==> config.mk <==
export PLATFORM = sky130hd
export DESIGN_NAME = if_stage
export DESIGN_NICKNAME = d
export VERILOG_FILES = /design/src/rtl/if_stage.sv
export SDC_FILE = /design/constraint.sdc
export NUM_CORES = 1
export LEC_CHECK = 0
export BUFFER_PORTS_ARGS = -buffer_cell sky130_fd_sc_hd__buf_2
export CORE_MARGIN = 3
export CORE_UTILIZATION = 51
export CTS_CLUSTER_DIAMETER = 150
export DETAILED_ROUTE_END_ITERATION = 10
export PLACE_DENSITY = 0.76
export SETUP_SLACK_MARGIN = 0.2
export SYNTH_ARGS = -nofsm -noshare
export SYNTH_HDL_FRONTEND = slang
export SYNTH_SLANG_ARGS = --single-unit
==> constraint.sdc <==
create_clock -name clk -period 7.15 [get_ports clk]
set_input_delay 0.715 -clock clk [delete_from_list [all_inputs] [get_ports clk]]
set_output_delay 0.715 -clock clk [all_outputs]
set_load 0.1 [all_outputs]
==> src/rtl/if_stage.sv <==
// Instruction fetch stage: holds the PC, issues in-order imem requests and feeds a
// 2-entry {pc, inst} queue to ID; a taken branch flushes the queue and drops in-flight words.
module if_stage #(
  parameter int unsigned       W_INST   = 32,
  parameter int unsigned       W_ADDR   = 32,
  parameter logic [W_ADDR-1:0] RESET_PC = '0
) (
  input  logic              clk,
  input  logic              rst,
  input  logic              stall_i,
  input  logic              br_taken_i,
  input  logic [W_ADDR-1:0] br_addr_i,
  output logic              imem_req_o,
  output logic [W_ADDR-1:0] imem_addr_o,
  input  logic              imem_gnt_i,
  input  logic              imem_rvalid_i,
  input  logic [W_INST-1:0] imem_rdata_i,
  output logic [W_INST-1:0] inst_o,
  output logic [W_ADDR-1:0] pc_o,
  output logic              inst_valid_o
);

  logic [W_ADDR-1:0] pc_q, pc_d;
  logic [W_ADDR-1:0] oq_addr_q [2];
  logic [W_ADDR-1:0] oq_addr_d [2];
  logic [1:0]        oq_cnt_q, oq_cnt_d;
  logic [W_ADDR-1:0] iq_pc_q   [2];
  logic [W_ADDR-1:0] iq_pc_d   [2];
  logic [W_INST-1:0] iq_inst_q [2];
  logic [W_INST-1:0] iq_inst_d [2];
  logic [1:0]        iq_cnt_q, iq_cnt_d;
  logic [1:0]        drop_q, drop_d;

  logic [2:0] used;
  logic       credit;
  logic       issue;
  logic       ret_drop;
  logic       ret_keep;
  logic       ret_any;
  logic       iq_pop;
  logic [1:0] oq_left;
  logic [1:0] iq_left;

  // Every slot a returning word could need is reserved before the request goes out.
  assign used        = {1'b0, oq_cnt_q} + {1'b0, iq_cnt_q} + {1'b0, drop_q};
  assign credit      = (used < 3'd2);
  assign imem_req_o  = credit & ~rst & ~br_taken_i;
  assign imem_addr_o = pc_q;
  assign issue       = imem_req_o & imem_gnt_i;

  assign ret_drop = imem_rvalid_i & (drop_q != 2'd0);
  assign ret_keep = imem_rvalid_i & (drop_q == 2'd0) & (oq_cnt_q != 2'd0);
  assign ret_any  = ret_drop | ret_keep;

  assign inst_valid_o = (iq_cnt_q != 2'd0);
  assign inst_o       = inst_valid_o ? iq_inst_q[0] : '0;
  assign pc_o         = inst_valid_o ? iq_pc_q[0]   : '0;
  assign iq_pop       = inst_valid_o & ~stall_i;

  always_comb begin
    pc_d      = pc_q;
    oq_addr_d = oq_addr_q;
    oq_cnt_d  = oq_cnt_q;
    iq_pc_d   = iq_pc_q;
    iq_inst_d = iq_inst_q;
    iq_cnt_d  = iq_cnt_q;
    drop_d    = drop_q;
    oq_left   = oq_cnt_q - {1'b0, ret_keep};
    iq_left   = iq_cnt_q - {1'b0, iq_pop};
    if (br_taken_i) begin
      // Wrong-path requests still in memory become drops; a word arriving now is discarded.
      pc_d     = br_addr_i & ~W_ADDR'(3);
      oq_cnt_d = 2'd0;
      iq_cnt_d = 2'd0;
      drop_d   = drop_q + oq_cnt_q - {1'b0, ret_any};
    end else begin
      if (issue) pc_d = pc_q + W_ADDR'(4);
      if (ret_drop) drop_d = drop_q - 2'd1;
      if (ret_keep) oq_addr_d[0] = oq_addr_q[1];
      if (issue) begin
        if (oq_left == 2'd0) oq_addr_d[0] = pc_q;
        else                 oq_addr_d[1] = pc_q;
      end
      oq_cnt_d = oq_left + {1'b0, issue};
      if (iq_pop) begin
        iq_pc_d[0]   = iq_pc_q[1];
        iq_inst_d[0] = iq_inst_q[1];
      end
      if (ret_keep) begin
        if (iq_left == 2'd0) begin
          iq_pc_d[0]   = oq_addr_q[0];
          iq_inst_d[0] = imem_rdata_i;
        end else begin
          iq_pc_d[1]   = oq_addr_q[0];
          iq_inst_d[1] = imem_rdata_i;
        end
      end
      iq_cnt_d = iq_left + {1'b0, ret_keep};
    end
  end

  always_ff @(posedge clk) begin
    if (rst) begin
      pc_q     <= RESET_PC;
      oq_cnt_q <= 2'd0;
      iq_cnt_q <= 2'd0;
      drop_q   <= 2'd0;
    end else begin
      pc_q     <= pc_d;
      oq_cnt_q <= oq_cnt_d;
      iq_cnt_q <= iq_cnt_d;
      drop_q   <= drop_d;
    end
  end

  // Queue payloads are qualified by the counters, so they carry no reset.
  always_ff @(posedge clk) begin
    oq_addr_q <= oq_addr_d;
    iq_pc_q   <= iq_pc_d;
    iq_inst_q <= iq_inst_d;
  end

endmodule

Yosys cells after proc, flatten, opt, wreduce, memory -nomap -nowiden:

Index checks and enable logic that the tools add are counted.

* flip-flop bits (word level): 230
* bits of input ports: 70

* bitwise logic cells: 13
* $add $sub $neg: 10
* muxes and demuxes: 18
* order comparisons: 1
* reductions and logical operators: 11

Operators with widths (count)
* 2-to-1 mux 32 bit: 13
* 2-to-1 mux 64 bit: 3
* adder 32 x 3 -> 32 bit, second input constant: 1
* nonzero test 2 bit: 5
* AND 1 bit: 7
* logical NOT 2 bit: 3
* AND reduction 3 bit: 2
* subtractor 2 x 1 -> 2 bit: 3
* inverter 1 bit: 5
* adder 2 x 1 -> 2 bit: 2
* 2-to-1 mux 2 bit: 2
* adder 2 x 2 -> 3 bit: 1
* adder 3 x 2 -> 3 bit: 1
* less-than comparator 3 x 2 -> 1 bit, second input constant: 1
* adder 2 bit: 1
* OR reduction 2 bit: 1
* subtractor 2 x 1 -> 2 bit, second input constant: 1
* OR 1 bit: 1

Longest topological paths before layout:

Gate-level depths: netlist of run 1.

* depth after elaboration: 8
* gate-level depth with buffers: 12
* gate-level depth less buffers: 10

Least setup slack after synthesis of run 1:

Ideal clock, no wire load.

* path kind: input -> register
* start point: in stall_i
* end point: reg iq_inst_q[0] (netlist bit) (enable)
* setup slack: 0.446 ns
* library setup time: 0.565 ns
* cell stages on the path: 7
* required time: 6.585 ns
* arrival: 6.139 ns
* cells stage by stage: or2_2 inv_1 clkbuf_1 ha_1 xnor2_1 and2_1 nor3_1

* cells in the longest elaborated chain, start to end: 6

RTL lines
* start: declaration: line 10 `input logic stall_i,`
* inverter 1 bit: line 58 `assign iq_pop = inst_valid_o & ~stall_i;`
* AND 1 bit: line 58
* subtractor 2 x 1 -> 2 bit: line 69 `iq_left = iq_cnt_q - {1'b0, iq_pop};`
* logical NOT 2 bit: line 90 `if (iq_left == 2'd0) begin`
* inverter 1 bit (no source line)
* AND reduction 3 bit (no source line)
* end signal: assignment: line 120 `iq_inst_q <= iq_inst_d;`
* end: declaration: line 29 `logic [W_INST-1:0] iq_inst_q [2];`

No other way between the ends.
A chain may end at the register's enable or synchronous reset.

Worst setup path after layout of run 1:

* start point: reg iq_cnt_q[1]
* end point: reg iq_inst_q[38] (netlist bit), data pin

* cells in the longest elaborated chain, start to end: 6

RTL lines
* start: declaration: line 31 `logic [1:0] iq_cnt_q, iq_cnt_d;`
* start signal: assignment: line 111 `iq_cnt_q <= iq_cnt_d;`
* nonzero test 2 bit: line 55 `assign inst_valid_o = (iq_cnt_q != 2'd0);`
* AND 1 bit: line 58
* subtractor 2 x 1 -> 2 bit: line 69
* logical NOT 2 bit: line 90
* 2-to-1 mux 32 bit: line 90
* 2-to-1 mux 64 bit (*): line 89 `if (ret_keep) begin`

Every way passes the cells marked *; elsewhere a longest branch is shown, timed or not.

==> impl_table.tex, run 1 <==
\begin{tabular}{lr}
\hline
Metric & Value \\
\hline
\multicolumn{2}{l}{\textbf{Outcome}} \\
\quad Outcome & completed \\
\multicolumn{2}{l}{\textbf{Final layout}} \\
\quad Fill count & 1662 \\
\quad Final layout net count & 1185 \\
\quad Core utilization of the finished layout & 0.611 \\
\quad Share of final-layout standard cells stronger than drive strength 1 & 0.199 \\
\quad \# diodes & 0 \\
\quad Area growth from synthesis to final layout & 16.8\% \\
\multicolumn{2}{l}{\textbf{Floorplanning}} \\
\quad Die height & approximately 150 um \\
\quad Number of placement rows & 51 \\
\quad Die Wd & 148 um \\
\quad I/O pin count & 168 \\
\quad Starting utilization of the core area & 0.523 \\
\quad Core outline area & 0.0197 sq mm \\
\quad Die area & 0.0219 sq mm \\
\multicolumn{2}{l}{\textbf{Timing}} \\
\quad Worst Tran Pin Value & 1.21 ns \\
\quad Count of final hold-check violations & 0 \\
\quad Post-route minimum period & 4.20 ns \\
\quad Total of endpoints with negative setup slack in the final report & 0 \\
\quad Final hold slack & 0.395 ns \\
\quad Fin crit share & 0.587 \\
\quad Achievable clock frequency & 0.238 GHz \\
\quad Post-route clock skew & around 0.0069 ns \\
\quad RSZ-0062 raised after global routing & false \\
\quad Total Neg Setup Slack & 0 ns \\
\quad Number of max-slew violations in the final report & 0 \\
\quad Tightest slew margin relative to the limit & 0.185 \\
\multicolumn{2}{l}{\textbf{Synthesis}} \\
\quad Fraction of the mapped netlist area in adder cells & 0.0141 \\
\quad Synth area leader & edfxtp\_1 \\
\quad Unique masters post-synth & 48 \\
\quad Most used standard cells in the synthesized netlist & 207 x nand2\_1, 190 x edfxtp\_1, 116 x nor2\_1 \\
\quad Yosys Warn Count & 0 \\
\quad Dominant combinational cell family by area after synthesis & simple AND/OR/NAND/NOR gates \\
\quad Flip-flop and latch count after synthesis & 226 \\
\quad Multiplexer share of the synthesized area & 0.000974 \\
\quad Synth top area cells & edfxtp\_1 56\%, nand2\_1 7.6\%, dfxtp\_1 7.0\% \\
\quad Average instance area after synthesis & 10.6 sq um \\
\quad Share of synthesized registers carrying an async set or reset & 0 \\
\quad Register area share after synthesis & 0.625 \\
\quad Ys flop type & edfxtp\_1 \\
\quad Netlist area before placement & 0.0103 sq mm \\
\quad Synth Area in Simple Gates & 0.202 \\
\quad Top-count cell post-synth & nand2\_1 \\
\quad Area share of xor/xnor cells in the synthesized design & 0.0239 \\
\quad Fraction of the mapped netlist area in compound gates & 0.0974 \\
\quad Share of the synthesized area in the top cell type & 0.555 \\
\quad Count of flip-flops with a built-in enable after synthesis & between 150 and 200 \\
\quad Post-Syn Instances & 972 \\
\multicolumn{2}{l}{\textbf{Clock tree}} \\
\quad \# hold bufs at CTS & 0 \\
\quad Buffer count from post-CTS setup fixing & 0 \\
\quad Latest clock arrival within the worst-skew pair & 0.51 ns \\
\quad CTS HTree Levels & 1 \\
\quad \# clock sinks & 226 \\
\quad Buffer depth of the longest clock path & 3 \\
\quad Clock slew at reported path FFs & $\sim$0.060 ns \\
\quad Quantity of gates resized following cts & 0 \\
\quad TritonCTS clock tree & yes \\
\quad Number of clock buffers inserted by TritonCTS & 24 \\
\quad Root buffer cell & clkbuf\_16 \\
\multicolumn{2}{l}{\textbf{Routing}} \\
\quad DRC & 0 \\
\quad Antenna-violating nets left & 0 \\
\quad Post-DR vias/cell & about 5.5 \\
\quad Total via count after detailed routing & 7620 \\
\quad Total wirelength of the detailed-routed design & 23.4 mm \\
\quad Routed length per placed instance & 16.9 um \\
\quad Detailed router's first-iteration violation count & 567 \\
\quad Number of optimization iterations in the first detailed-route pass & 7 \\
\multicolumn{2}{l}{\textbf{Global route}} \\
\quad Overflow after GRT & 0 \\
\quad Global-route met3 utilization & 0.0316 \\
\quad Highest-utilization routing layer at the global route stage & met2 \\
\quad Largest net degree at the start of global routing & approximately 80 \\
\quad Global-route wire length before repair & 38.4 mm \\
\quad GRT Overall Usage & 0.212 \\
\quad Antenna violations before repair & 0 \\
\quad GR Layer Usage met2 & 0.333 \\
\quad Number of global-route vias before repair & between 7000 and 8000 \\
\quad GR Layer Usage met1 & 0.311 \\
\multicolumn{2}{l}{\textbf{Power}} \\
\quad Proportion of power drawn by the clock network & 0.376 \\
\quad Leakage power & about 0.0047 uW \\
\quad Net switching power figure & 829 uW \\
\quad Power share of the combinational group & 0.125 \\
\quad VDD IR-drop max & 186 uV \\
\quad Switching power share of the total & 0.260 \\
\quad Internal Pwr Total & 2360 uW \\
\quad Power per cell area & 266 mW/mm\^{}2 \\
\quad Proportion of power drawn by flip-flops and latches & 0.499 \\
\multicolumn{2}{l}{\textbf{Setup path}} \\
\quad Worst EP required & 7.37 ns \\
\quad Crit path launch & iq\_cnt\_q[1] \\
\quad Crit path max fanout & 77 \\
\quad Crit Path Class & flop to flop \\
\quad Category of the worst setup path capture point & flop \\
\quad Arrival time of the worst setup path & 4.41 ns \\
\quad Worst flop-to-flop path startpoint & iq\_cnt\_q[1] \\
\quad Worst Setup Start Kind & flop \\
\multicolumn{2}{l}{\textbf{Hold path}} \\
\quad Hold\_sp & imem\_rdata\_i[3] \\
\quad Type of the most critical hold path & input port to flop \\
\multicolumn{2}{l}{\textbf{Placement}} \\
\quad Post-detailed-placement half-perimeter wirelength & 14.2 mm \\
\quad Total of buffers placed on input and output ports & 163 \\
\quad Final GP Congestion & 0.789 \\
\multicolumn{2}{l}{\textbf{Job}} \\
\quad Max capacitance violation total & 0 \\
\hline
\end{tabular}
registers in the layout, indices dropped and copies added, names as in the netlist:
name	cells
oq_cnt_q	2
oq_addr_q	62
drop_q	2
imem_addr_o	30
iq_inst_q	64
iq_pc_q	64
iq_cnt_q	2
power by group through the flow:
stage	combinational, uW	clock, uW	sequential (uW)
2_1_floorplan	240	0	1680
3_3_place_gp	388	0	1620
3_5_place_dp	398	0	1620
4_1_cts	401	1220	1590
5_1_grt	436	1270	1600
6_report	400	1200	1590
critical path, stage by stage, from the launching register on:
cell     delay, ns
dfxtp_1       0.35
nor2_4        0.11
buf_4         0.55
or2_2         0.22
buf_4         0.58
inv_2         0.09
ha_1          0.22
xnor2_1       0.15
and2_1        0.21
nand2_4       0.42
buf_4         0.67
a31oi_1       0.18
cells in the final DEF, fill, tap and decap left out, drive strengths merged, types with 8 or more instances in the layout:
master / synthesis / layout
a21oi: 15 / 15
nand3: 11 / 11
ha: 10 / 10
a31oi: 110 / 110
nor2: 116 / 116
o22ai: 11 / 11
clkinv: 0 / 8
nor2b: 65 / 65
nand4: 14 / 14
xor2: 16 / 16
buf: 11 / 174
inv: 18 / 18
and2: 11 / 11
dfxtp: 36 / 36
xnor2: 12 / 12
nand2: 208 / 208
edfxtp: 190 / 190
clkbuf: 58 / 35
metal layers:
layer / part of all wire / wire length, um
met5: 0 / 0
met1: 0.45 / 10600
met4: 0.016 / 383
met2: 0.45 / 10400
met3: 0.085 / 2000
stage by stage:
step	instances	worst slack, ns	total power [uW]	cell area, sq um
floorplan	973	0.446	1920	10300
global placement	1343	3.03	2000	11200
detailed placement	1343	2.96	2020	11200
CTS	1387	2.93	3220	12000
global route	1387	2.55	3310	12000
finish	1387	2.95	3190	12000
logic make-up after synthesis:
kind of cell	after synthesis
mux	1
other cells	1
simple gates	459
buf+inv	87
flops	226
xor+xnor	28
fa+ha+maj	11
compound gates	159
final timing paths:
| kind | to | slack (ns) | cells after the start |
|---|---|---|---|
| worst max-delay path | iq_inst_q[38] | 2.95 | 11 |
| worst min register to register | iq_pc_q[14] | 0.48 | 0 |
| worst max register to register | iq_inst_q[38] | 2.95 | 11 |
| worst min-delay path | iq_inst_q[3] | 0.40 | 1 |
layout make-up:
class / instances / area (sq um) / share of cell area
Sequential cell: 226 / 6430 / 0.535
Tap cell: 265 / 332 / 0.0276
Clock buffer: 35 / 704 / 0.0587
Clock inverter: 9 / 65.1 / 0.00542
Timing Repair Buffer: 174 / 898 / 0.0748
Multi-Input combinational cell: 660 / 3510 / 0.292
Inverter: 18 / 70.1 / 0.00584
No activity file was read; power rests on OpenSTA's default activity.
==> run 2, diff against run 1 <==
--- a/config.mk
+++ b/config.mk
@@ -10,7 +10,7 @@
 export CORE_UTILIZATION = 51
 export CTS_CLUSTER_DIAMETER = 150
 export DETAILED_ROUTE_END_ITERATION = 10
-export PLACE_DENSITY = 0.76
+export PLACE_DENSITY = 0.73
 export SETUP_SLACK_MARGIN = 0.2
 export SYNTH_ARGS = -nofsm -noshare
 export SYNTH_HDL_FRONTEND = slang
==> constraint.sdc (replaced) <==
create_clock -name clk -period 4.2 [get_ports clk]
set_input_delay 0.42 -clock clk [delete_from_list [all_inputs] [get_ports clk]]
set_output_delay 0.42 -clock clk [all_outputs]
set_load 0.1 [all_outputs]
==> impl_table.tex, run 2 (same netlist as run 1, synthesis figures left out) <==
\begin{tabular}{lr}
\hline
Metric & Value \\
\hline
\multicolumn{2}{l}{\textbf{Outcome}} \\
\quad Outcome & completed \\
\multicolumn{2}{l}{\textbf{Routing}} \\
\quad Post-DR vias/cell & about 5.6 \\
\quad Antenna-violating nets left & 0 \\
\quad Total wirelength of the detailed-routed design & 23.5 mm \\
\quad Routed length per placed instance & 16.9 um \\
\quad Number of optimization iterations in the first detailed-route pass & 5 \\
\quad Detailed router's first-iteration violation count & just over 600 \\
\quad Total via count after detailed routing & 7716 \\
\quad DRC & 0 \\
\multicolumn{2}{l}{\textbf{Floorplanning}} \\
\quad Core outline area & 0.0197 sq mm \\
\quad I/O pin count & 168 \\
\quad Die area & 0.0219 sq mm \\
\quad Die height & 148 um \\
\quad Starting utilization of the core area & 0.523 \\
\quad Die Wd & 148 um \\
\quad Number of placement rows & 51 \\
\multicolumn{2}{l}{\textbf{Final layout}} \\
\quad Area growth from synthesis to final layout & 17.3\% \\
\quad \# diodes & 0 \\
\quad Fill count & 1651 \\
\quad Final layout net count & 1188 \\
\quad Largest registers & iq\_inst\_q x64, iq\_pc\_q x64, oq\_addr\_q x62 \\
\quad Core utilization of the finished layout & 0.613 \\
\quad Most frequent standard cell in the layout excluding fill and tap cells & nand2\_1 \\
\quad Share of final-layout standard cells stronger than drive strength 1 & 0.206 \\
\quad Most frequent cells in the layout & 206 x nand2\_1, 190 x edfxtp\_1, 163 x buf\_2 \\
\quad Non-filler instance count after layout & roughly 1400 \\
\quad Post-Layout Inst Area & approximately 0.012 sq mm \\
\multicolumn{2}{l}{\textbf{Timing}} \\
\quad Final hold slack & around 0.10 ns \\
\quad Achievable clock frequency & 0.314 GHz \\
\quad Number of max-slew violations in the final report & 0 \\
\quad Worst Tran Pin Value & 1.21 ns \\
\quad RSZ-0062 raised after global routing & false \\
\quad Tightest slew margin relative to the limit & 0.184 \\
\quad Count of final hold-check violations & 0 \\
\quad Post-route clock skew & 0.0141 ns \\
\quad Total Neg Setup Slack & 0 ns \\
\quad Total of endpoints with negative setup slack in the final report & 0 \\
\quad Post-route minimum period & $\sim$3.2 ns \\
\quad Fin crit share & 0.759 \\
\multicolumn{2}{l}{\textbf{Placement}} \\
\quad \# placed instances & 1346 \\
\quad Final GP Congestion & 0.820 \\
\quad Post-detailed-placement half-perimeter wirelength & 14.4 mm \\
\quad Total of buffers placed on input and output ports & 163 \\
\quad Cell area after placement & $\sim$0.011 sq mm \\
\multicolumn{2}{l}{\textbf{Clock tree}} \\
\quad Number of clock buffers inserted by TritonCTS & 24 \\
\quad \# clock sinks & 226 \\
\quad TritonCTS clock tree & yes \\
\quad Root buffer cell & clkbuf\_16 \\
\quad CTS HTree Levels & 1 \\
\quad Clock slew at reported path FFs & 0.06 ns \\
\quad Buffer count from post-CTS setup fixing & 0 \\
\quad \# hold bufs at CTS & 0 \\
\quad Buffer depth of the longest clock path & 3 \\
\quad Latest clock arrival within the worst-skew pair & 0.51 ns \\
\quad Quantity of gates resized following cts & 0 \\
\multicolumn{2}{l}{\textbf{Setup path}} \\
\quad Worst stage delay on the critical path & approximately 0.54 ns \\
\quad Arrival time of the worst setup path & 2.77 ns \\
\quad R2R cell count & 11 \\
\quad Slowest cell on the critical path & fa\_1 \\
\quad Cells traversed along the worst timing path & inv\_1 > fa\_1 > inv\_1 > ha\_1 > xor2\_1 > nor4b\_2 > buf\_2 \\
\quad Crit path max fanout & 4 \\
\quad Worst EP required & around 3.8 ns \\
\quad Category of the worst setup path capture point & output pin \\
\quad Worst flop-to-flop path startpoint & oq\_cnt\_q[1] \\
\quad Worst Setup Start Kind & flop \\
\quad Crit Path Class & flop to output pin \\
\quad Endpoint of the worst register-to-register path & oq\_addr\_q[61] \\
\quad Library cell appearing most often on the critical path & inv\_1 \\
\quad Slack of the worst reg-to-reg path & 1.03 ns \\
\multicolumn{2}{l}{\textbf{Global route}} \\
\quad Highest-utilization routing layer at the global route stage & met1 \\
\quad Overflow after GRT & 0 \\
\quad Number of global-route vias before repair & 7332 \\
\quad Antenna violations before repair & 0 \\
\quad GR Layer Usage met2 & 0.314 \\
\quad GRT Overall Usage & 0.212 \\
\quad Global-route wire length before repair & 38.5 mm \\
\quad GR Layer Usage met1 & 0.332 \\
\quad Largest net degree at the start of global routing & 70 \\
\quad Global-route met3 utilization & 0.0359 \\
\multicolumn{2}{l}{\textbf{Power}} \\
\quad VDD IR-drop max & 235 uV \\
\quad Power per cell area & 455 mW/mm\^{}2 \\
\quad Leakage power & 0.00476 uW \\
\multicolumn{2}{l}{\textbf{Hold path}} \\
\quad Hold\_sp & imem\_rdata\_i[30] \\
\quad Worst hold path cell count & 1 \\
\quad Type of the most critical hold path & input port to flop \\
\quad Hold Crit Endpoint & iq\_inst\_q[30] \\
\multicolumn{2}{l}{\textbf{Job}} \\
\quad Max capacitance violation total & 0 \\
\hline
\end{tabular}
run 2: changes by cell type in the layout (fill, tap and decap cells not counted), moves of 2 or more:
cell        delta
clkinv_2       +2
clkbuf_1       -4
clkinvlp_4     +2
buf_4          +3
clkinv_1       -2
run 2: worst max path at each step:
| stage | startpoint | endpoint | slack (ns) |
|---|---|---|---|
| 2_1_floorplan | br_taken_i | imem_addr_o[3] | 0.24 |
| 3_3_place_gp | oq_cnt_q[1] | oq_addr_q[32] | 1.16 |
| 3_5_place_dp | oq_cnt_q[1] | oq_addr_q[61] | 1.05 |
| 4_1_cts | oq_cnt_q[1] | imem_req_o | 1.00 |
| 5_1_grt | oq_cnt_q[1] | oq_addr_q[54] | 0.78 |
| 6_report | oq_cnt_q[1] | imem_req_o | 1.01 |
run 2: area by class of cell:
class | instances | area [sq um] | area share
clock buffers | 29 | 651 | 0.0540
clock inverters | 14 | 130 | 0.0108
inverters | 18 | 70.1 | 0.00581
multi-input cells | 660 | 3520 | 0.292
flip-flops and latches | 226 | 6430 | 0.533
well taps | 265 | 332 | 0.0275
repair buffers | 177 | 921 | 0.0764
run 2: report_power, final:
| group | switching [uW] | total (uW) | internal (uW) |
|---|---|---|---|
| sequential | 111 | 2710 | 2600 |
| clock | 860 | 2090 | 1230 |
| combinational | 481 | 684 | 203 |
| total | 1450 | 5490 | 4040 |
run 2: metrics by stage:
step                      total power (uW)  setup WS, ns
after CTS                             5520          1.00
after global placement                3420          1.16
final                                 5490          1.01
after detailed placement              3440          1.05
after global routing                  5700         0.778
after floorplan                       3270         0.244
run 2: per-layer routing:
layer  share of wire  wire length, um
met1            0.47            11100
met2            0.43            10100
met3           0.084             1980
met4           0.013              295
met5               0                0
run 2: critical path, delay by kind of cell, from the launching register on:
family | cells | cell delay, ns
flip-flops | 1 | 0.40
buffers and inverters | 3 | 0.64
AND/OR/NAND/NOR | 1 | 0.29
XOR/XNOR | 1 | 0.19
adder cells (fa/ha/maj) | 2 | 0.74
